### src/rtl/rsa_pkg.sv
// Shared definitions for the RSA pipeline CPU execute-stage arithmetic.
// Contents:
//   state_t     - sequencer state encoding used by the multi-cycle units
//   W_DEFAULT   - default datapath width
//   ALU_MODMUL  - ALUControl code decoded upstream into start_i of ex_modmul_unit
package rsa_pkg;

  typedef enum logic [1:0] {
    ST_IDLE = 2'd0,
    ST_RUN  = 2'd1,
    ST_DONE = 2'd2
  } state_t;

  localparam int W_DEFAULT = 32;

  localparam logic [3:0] ALU_MODMUL = 4'b1010;

endpackage

### src/rtl/modred_step.sv
// One interleaved modular-multiplication step, purely combinational:
//   acc_o = (2*acc_i + addend_i) reduced by up to two subtractions of n_i.
// With acc_i < n_i and addend_i < n_i the sum stays below 3n, so two
// conditional subtracts always bring the result back below n_i.
// Ports:
//   acc_i    in  W+2  accumulator entering the step
//   addend_i in  W    value added after doubling (b or 0)
//   n_i      in  W    modulus
//   acc_o    out W+2  reduced accumulator, < n_i
module modred_step #(
  parameter int W = 32
) (
  input  logic [W+1:0] acc_i,
  input  logic [W-1:0] addend_i,
  input  logic [W-1:0] n_i,
  output logic [W+1:0] acc_o
);

  logic [W+1:0] n_ext;
  logic [W+1:0] sum;
  logic [W+1:0] sub1;

  always_comb begin
    n_ext = {2'b00, n_i};
    sum   = (acc_i << 1) + {2'b00, addend_i};
    sub1  = (sum >= n_ext) ? (sum - n_ext) : sum;
    acc_o = (sub1 >= n_ext) ? (sub1 - n_ext) : sub1;
  end

endmodule

### src/rtl/ex_modmul_unit.sv
// Multi-cycle modular multiplier for the execute stage.
// Computes (a_i * b_i) mod n_i by MSB-first shift-add-reduce, one bit of a
// per cycle, stalling the pipeline while busy.
// Ports:
//   clk, rst  clock (rising edge) and asynchronous active-high reset
//   start_i   operation request, honoured only in IDLE
//   flush_i   abort current operation (branch flush)
//   a_i, b_i  operands, must be < n_i
//   n_i       modulus, must be non-zero
//   result_o  registered result, updated on entry to DONE
//   done_o    one-cycle completion pulse
//   err_o     qualifies done_o: operands were illegal
//   stall_o   hold the E stage
module ex_modmul_unit
  import rsa_pkg::*;
#(
  parameter int W  = W_DEFAULT,
  parameter int CW = 5
) (
  input  logic         clk,
  input  logic         rst,
  input  logic         start_i,
  input  logic         flush_i,
  input  logic [W-1:0] a_i,
  input  logic [W-1:0] b_i,
  input  logic [W-1:0] n_i,
  output logic [W-1:0] result_o,
  output logic         done_o,
  output logic         err_o,
  output logic         stall_o
);

  state_t        state_q, state_d;
  logic [W+1:0]  acc_q, acc_d;
  logic [W-1:0]  a_q, a_d;
  logic [W-1:0]  b_q, b_d;
  logic [W-1:0]  n_q, n_d;
  logic [CW-1:0] cnt_q, cnt_d;
  logic [W-1:0]  result_q, result_d;
  logic          err_q, err_d;

  logic [W-1:0]  addend;
  logic [W+1:0]  step_acc;

  assign addend = a_q[cnt_q] ? b_q : '0;

  modred_step #(.W(W)) u_step (
    .acc_i    (acc_q),
    .addend_i (addend),
    .n_i      (n_q),
    .acc_o    (step_acc)
  );

  always_comb begin
    state_d  = state_q;
    acc_d    = acc_q;
    a_d      = a_q;
    b_d      = b_q;
    n_d      = n_q;
    cnt_d    = cnt_q;
    result_d = result_q;
    err_d    = err_q;

    unique case (state_q)
      ST_IDLE: begin
        if (start_i && !flush_i) begin
          if ((n_i == '0) || (a_i >= n_i) || (b_i >= n_i)) begin
            // Illegal operands complete immediately with an error
            state_d  = ST_DONE;
            err_d    = 1'b1;
            result_d = '0;
          end else begin
            state_d = ST_RUN;
            a_d     = a_i;
            b_d     = b_i;
            n_d     = n_i;
            acc_d   = '0;
            cnt_d   = CW'(W - 1);
          end
        end
      end
      ST_RUN: begin
        if (flush_i) begin
          state_d = ST_IDLE;
        end else begin
          acc_d = step_acc;
          if (cnt_q == '0) begin
            // Result is captured on entry to DONE so it is valid with done_o
            state_d  = ST_DONE;
            result_d = step_acc[W-1:0];
            err_d    = 1'b0;
          end else begin
            cnt_d = cnt_q - 1'b1;
          end
        end
      end
      ST_DONE: begin
        state_d = ST_IDLE;
      end
      default: begin
        state_d = ST_IDLE;
      end
    endcase
  end

  always_ff @(posedge clk or posedge rst) begin
    if (rst) begin
      state_q  <= ST_IDLE;
      acc_q    <= '0;
      a_q      <= '0;
      b_q      <= '0;
      n_q      <= '0;
      cnt_q    <= '0;
      result_q <= '0;
      err_q    <= 1'b0;
    end else begin
      state_q  <= state_d;
      acc_q    <= acc_d;
      a_q      <= a_d;
      b_q      <= b_d;
      n_q      <= n_d;
      cnt_q    <= cnt_d;
      result_q <= result_d;
      err_q    <= err_d;
    end
  end

  assign result_o = result_q;
  assign err_o    = err_q;
  // A flush landing in DONE swallows the completion pulse
  assign done_o   = (state_q == ST_DONE) && !flush_i;
  assign stall_o  = ((state_q == ST_IDLE) && start_i) || (state_q == ST_RUN);

endmodule
### config.mk
export PLATFORM = sky130hd
export DESIGN_NAME = ex_modmul_unit
export DESIGN_NICKNAME = d
export VERILOG_FILES = /design/src/rtl/rsa_pkg.sv /design/src/rtl/modred_step.sv /design/src/rtl/ex_modmul_unit.sv
export SDC_FILE = /design/constraint.sdc
export NUM_CORES = 1
export LEC_CHECK = 0
export ABC_CLOCK_PERIOD_IN_PS = 14300
export CAP_MARGIN = 0
export CORE_ASPECT_RATIO = 2
export CORE_MARGIN = 10
export CORE_UTILIZATION = 40
export DETAILED_ROUTE_END_ITERATION = 8
export GPL_TIMING_DRIVEN = 0
export MAX_ROUTING_LAYER = met4
export PLACE_DENSITY = 0.59
export REMOVE_ABC_BUFFERS = 1
export SLEW_MARGIN = 30
export SYNTH_ARGS = -nofsm -noshare
export SYNTH_HDL_FRONTEND = slang
export SYNTH_HIERARCHICAL = 1
export SYNTH_SLANG_ARGS = --single-unit
### constraint.sdc
create_clock -name clk -period 14.3 [get_ports clk]
set_clock_uncertainty 0.1 [all_clocks]
set_input_delay 2.86 -clock clk [delete_from_list [all_inputs] [get_ports clk]]
set_output_delay 2.86 -clock clk [all_outputs]
set_load 0.01 [all_outputs]
; Word-level counts from Yosys, hierarchy flattened
; Cells that the tools add are included.
[totals]
register_bits = 169
latch_bits = 0
mem_bits_rw = 0
romBits = 0
output_inout_bits = 35
wordCells = 72
mem_count = 0
[classes]
addsub = 4
mul = 0
div_mod_pow = 0
n_lt_le_gt_ge = 5
n_eq_ne = 9
shift = 0
muxes = 29
bitwise_logic = 1
n_reduce_logical = 16
[ops]
columns = cell, n
row1 = $mux W32, 5
row2 = $mux W33, 4
row3 = $ge A34 B32 Y1, 2
row4 = $pmux W33 S2, 1
row5 = $ge A32 B32 Y1, 2
row6 = $pmux W32 S2, 1
row7 = $add A34 B32 Y34, 1
row8 = $mux W34, 1
row9 = $sub A34 B32 Y34, 1
row10 = $sub A33 B32 Y33, 1
row11 = $logic_not A32 Y1, 1
row12 = $mux W5, 4
row13 = $ne A2 B2 Y1 const B, 6
row14 = $pmux W5 S2, 1
row15 = $reduce_and A5 Y1, 2
row16 = $mux W2, 4
row17 = $lt A5 B6 Y1 const B, 1
row18 = $bmux W1 S5, 1
row19 = $logic_not A5 Y1, 1
row20 = $mux W1, 5
row21 = $sub A5 B1 Y5 const B, 1
row22 = $pmux W2 S2, 1
row23 = $reduce_and A4 Y1, 1
row24 = $logic_and A1 B1 Y1, 3
row25 = 11 further kinds, 13

; Logic depth before layout (Yosys ltp)
[depth]
depth_word = 11
mapped_depth = 50
mapped_depth_nobuf = 43

; Cells and area by module
; The synthesis kept the hierarchy.
[modules_own_cells]
columns = mod, n_inst, cells_each, area_per_inst_um2, seq_area_each_um2
row1 = ex_modmul_unit, 1, 785, 8790.9, 4254.1
row2 = modred_step, 1, 793, 5808.1, 0.0

; Worst setup path after synthesis
; OpenSTA, ideal clock, no wires.
[synth_path]
kind = register -> register
start = register cnt_q[0]
end = register acc_q[10]
t_arrival_ns = 9.800
required_time_ns = 14.070
slack_ns = 4.269
stages_incl_launch_ff = 48
path_buffers = 7
cell_sequence = dfrtp_1 -> buf_1 -> mux4_2 -> mux4_2 -> mux2i_1 -> clkbuf_1 -> nor2b_1 -> ha_1 -> a21o_1 -> or3_1 -> o21ai_1 -> a21boi_0 -> o21a_1 -> o21a_1 -> o21ai_0 -> nand2_1 -> xor2_1 -> ha_1 -> [... 12 more ...] -> ha_1 -> inv_1 -> fa_1 -> a211oi_1 -> o21bai_1 -> a21oi_1 -> o221ai_1 -> a21boi_1 -> o21ai_1 -> a21oi_1 -> o31ai_1 -> nand3_1 -> and4b_1 -> buf_6 -> buf_12 -> mux2_4 -> a22oi_1 -> o21ai_0
[synth_between]
elab_chain_cells = 10
[synth_rtl]
columns = item, line
row1 = start: declaration, ex_modmul_unit.sv:38  ; logic [CW-1:0] cnt_q, cnt_d;
row2 = start signal: assignment, ex_modmul_unit.sv:122  ; cnt_q <= cnt_d;
row3 = $bmux W1 S5 (*), ex_modmul_unit.sv:45  ; assign addend = a_q[cnt_q] ? b_q : '0;
row4 = $mux W1 (implied by the code) (*), ex_modmul_unit.sv:45
row5 = $mux W32 (*), ex_modmul_unit.sv:45
row6 = net addend[6], ex_modmul_unit.sv:42  ; logic [W-1:0] addend;
row7 = $add A34 B32 Y34 (*), modred_step.sv:25  ; sum = (acc_i << 1) + {2'b00, addend_i};
row8 = $sub A34 B32 Y34 / $ge A34 B32 Y1 (equally long branches), modred_step.sv:26  ; sub1 = (sum >= n_ext) ? (sum - n_ext) : sum;
row9 = $mux W34 (*), modred_step.sv:26
row10 = $sub A33 B32 Y33 / $ge A34 B32 Y1 (equally long branches), modred_step.sv:27  ; acc_o = (sub1 >= n_ext) ? (sub1 - n_ext) : sub1;
row11 = $mux W33 (*), modred_step.sv:27
row12 = net step_acc[10], ex_modmul_unit.sv:43  ; logic [W+1:0] step_acc;
row13 = $mux W33 (*), ex_modmul_unit.sv:83  ; if (flush_i) begin
row14 = $pmux W33 S2 (*), ex_modmul_unit.sv:64  ; unique case (state_q)
row15 = end signal: assignment, ex_modmul_unit.sv:109  ; acc_q <= '0;
row16 = end signal: assignment, ex_modmul_unit.sv:118  ; acc_q <= acc_d;
row17 = end: declaration, ex_modmul_unit.sv:34  ; logic [W+1:0] acc_q, acc_d;
; Mark *: on every way through the listed nets, which the timed path passes. The rest lies on a longest branch. The select of a mux whose other input is x is not followed.
; A chain may end at the register's enable or synchronous reset.

; Final worst setup path
[layout_path]
start = register cnt_q[0]
end = register acc_q[1]
[layout_between]
elab_chain_cells = 10
[layout_rtl]
columns = item, line
row1 = $bmux W1 S5 (*), ex_modmul_unit.sv:45
row2 = $mux W1 (implied by the code) (*), ex_modmul_unit.sv:45
row3 = $mux W32 (*), ex_modmul_unit.sv:45
row4 = net addend[6], ex_modmul_unit.sv:42
row5 = $add A34 B32 Y34 (*), modred_step.sv:25
row6 = $sub A34 B32 Y34 / $ge A34 B32 Y1 (equally long branches), modred_step.sv:26
row7 = $mux W34 (*), modred_step.sv:26
row8 = $ge A34 B32 Y1 / $sub A33 B32 Y33 (equally long branches), modred_step.sv:27
row9 = $mux W33 (*), modred_step.sv:27
row10 = net step_acc[1], ex_modmul_unit.sv:43
row11 = $mux W33 (*), ex_modmul_unit.sv:83
row12 = $pmux W33 S2 (*), ex_modmul_unit.sv:64
; Marked as above.

==> impl_metrics.csv <==
group,metric,value,unit
setup_path,reg2regPathDepth,41,
setup_path,cpPeakStageDelay,770,ps
cts,cts_buffers,17,
die,fp.dieW,155,um
logic_synthesis,syn_area_per_cell,9.25,sq um
die,die_y,290,um
die,ios,135,
grt,antenna_found_initial,0,
logic_synthesis,postSynthCellCount,1571,
cells_and_area,nFillCells,3472,
hold_path,hold_path.class,"flop to flop",
cts,clock_latency,470,ps
timing,rsz0062_at_grt,"false",
cells_and_area,area.growth.synth_to_final,17.0,%
cells_and_area,final_nets,1944,
status,status,"complete, no violations",
grt,grt_remaining_overflow,0,
route,drc,0,
place,gp_congestion,0.939,
timing,maxSlewHeadroom,37.4,%
hold_path,min_path_cells,1,
timing,worst_slew_pin_slew,935,ps
route,drt_iter0_markers,653,
cts,cts.clk_slew.worst_paths,80,ps
die,dieArea,44800,sq um
grt,grt_util_all_layers,22.6,%
cts,h-tree-depth,4,
die,initial_core_util,40.6,%
setup_path,worstPathArrival,12430,ps
setup_path,path_max_fanout,46,
cts,cts_resized,0,
grt,grt_max_degree,74,
setup_path,start_kind,"flop",
timing,timing.final.crit_share,85.4,%
route,wire_per_inst,23.5,um
timing,fmax,81.9,MHz
cells_and_area,drive_gt1_share,12.9,%
route,postRouteWirelength,50300,um
cts,cts_setup_buffers,0,
cells_and_area,multiInputGateArea,9560,sq um
timing,hold_violations,0,
grt,grt_pass1_wl,74600,um
grt,grt_pass1_vias,12700,
cells_and_area,diodes,0,
cts,cts-root-buf,"clkbuf_16",
route,drtAntennaViolNets,0,
place,placed_area,16400,sq um
timing,maxSlewViolCount,0,
cells_and_area,seqCellArea,4230,sq um
die,num_rows,98,
cts,cts_tree,"built",
timing,min_period,12210,ps
setup_path,crit_path_end_kind,"flop",
setup_path,slowest_stage,"dfrtp_1",
logic_synthesis,syn_area,14500,sq um
logic_synthesis,synth_warnings,6,
route,drt-vias-per-instance,5.72,
job,maxCapViolations,0,
setup_path,cp_data_required_time,14520,ps
route,firstDrtPassIters,6,
setup_path,critPathKind,"flop to flop",
cells_and_area,final_cell_area,17000,sq um
place,place_hpwl,40800,um
cts,cts_buffer_depth,2,
place,port_buffers,134,
route,vias,12300,
die,core-area,35800,sq um
cts,cts_hold_buffers,0,
timing,setup_viol,0,
cts,cts_sinks,169,
[routing by layer]
| layer | share of wire (%) | track usage (%) | wire (um) | vias up |
|---|---|---|---|---|
| li1 | - | - | - | 5916 |
| met1 | 33 | 20.3 | 16800 | 5896 |
| met2 | 55 | 42.0 | 27800 | 304 |
| met3 | 2.7 | 2.44 | 1330 | 140 |
| met4 | 8.5 | 18.1 | 4300 | 0 |
| met5 | 0 | - | 0 | - |
[worst max-delay path: cells and delay by family (launching register included)]
kind            cells  cell delay [ps]
fa+ha+maj           4             1450
simple gates       11             2570
compound gates     19             4470
mux                 4             2050
buf+inv             3              580
flops               1              770
[flip-flops by register name (all words and copies together) (netlist names)]
register / count
a_q: 32
acc_q: 33
b_q: 32
cnt_q: 5
err_o: 1
n_q: 32
result_o: 32
state_q: 2
[metrics by stage]
step | cells | worst slack (ps) | util [%] | setup TNS, ps | hold slack [ps]
after floorplan | 1517 | 2280 | - | 0 | 350
after global placement | 2101 | -2260 | 44.9 | -138110 | 359
after detailed placement | 2111 | 2170 | 45.7 | 0 | 369
final | 2143 | 2090 | 47.5 | 0 | 381
after global routing | 2143 | 1270 | 47.5 | 0 | 399
after CTS | 2143 | 2110 | 47.5 | 0 | 386
[layout make-up]
type / instances / share of cell area, %
Clock buffer: 17 / 2.50
Inverter: 125 / 2.80
Multi-Input combinational cell: 1223 / 56.2
Tap cell: 450 / 3.31
Clock inverter: 15 / 1.16
Timing Repair Buffer: 144 / 9.17
Sequential cell: 169 / 24.9
[worst paths after layout]
kind,startpoint,endpoint,slack [ps]
max,cnt_q[0],acc_q[1],2090
min,b_q[28],b_q[28],380
max reg2reg,cnt_q[0],acc_q[1],2090
min reg2reg,b_q[28],b_q[28],380
max in group asynchronous,rst,result_o[30],10690
min in group asynchronous,rst,a_q[7],2670
[cells in the final DEF, fill, tap and decap left out, drive strengths merged, types with 4 or more instances in the layout]
cell type / n
or3: 5
xor2: 23
a21oi: 133
clkdlybuf4s50: 134
nor4: 15
and3: 6
inv: 133
a211oi: 14
nor2b: 45
or2: 7
dfrtp: 169
a22oi: 36
nand4: 22
a2111oi: 4
a21o: 42
nor2: 61
clkinv: 5
mux4: 10
nand3: 15
mux2i: 4
o21a: 19
buf: 10
o21ai: 132
ha: 161
nor3: 19
o211ai: 9
mux2: 144
xnor2: 61
o21bai: 12
o31ai: 6
nand2: 132
nand2b: 20
a31oi: 13
o31a: 7
clkbuf: 17
Power is not shown: default switching activity piles up to over one toggle a cycle in this logic, so the estimate is an artifact.
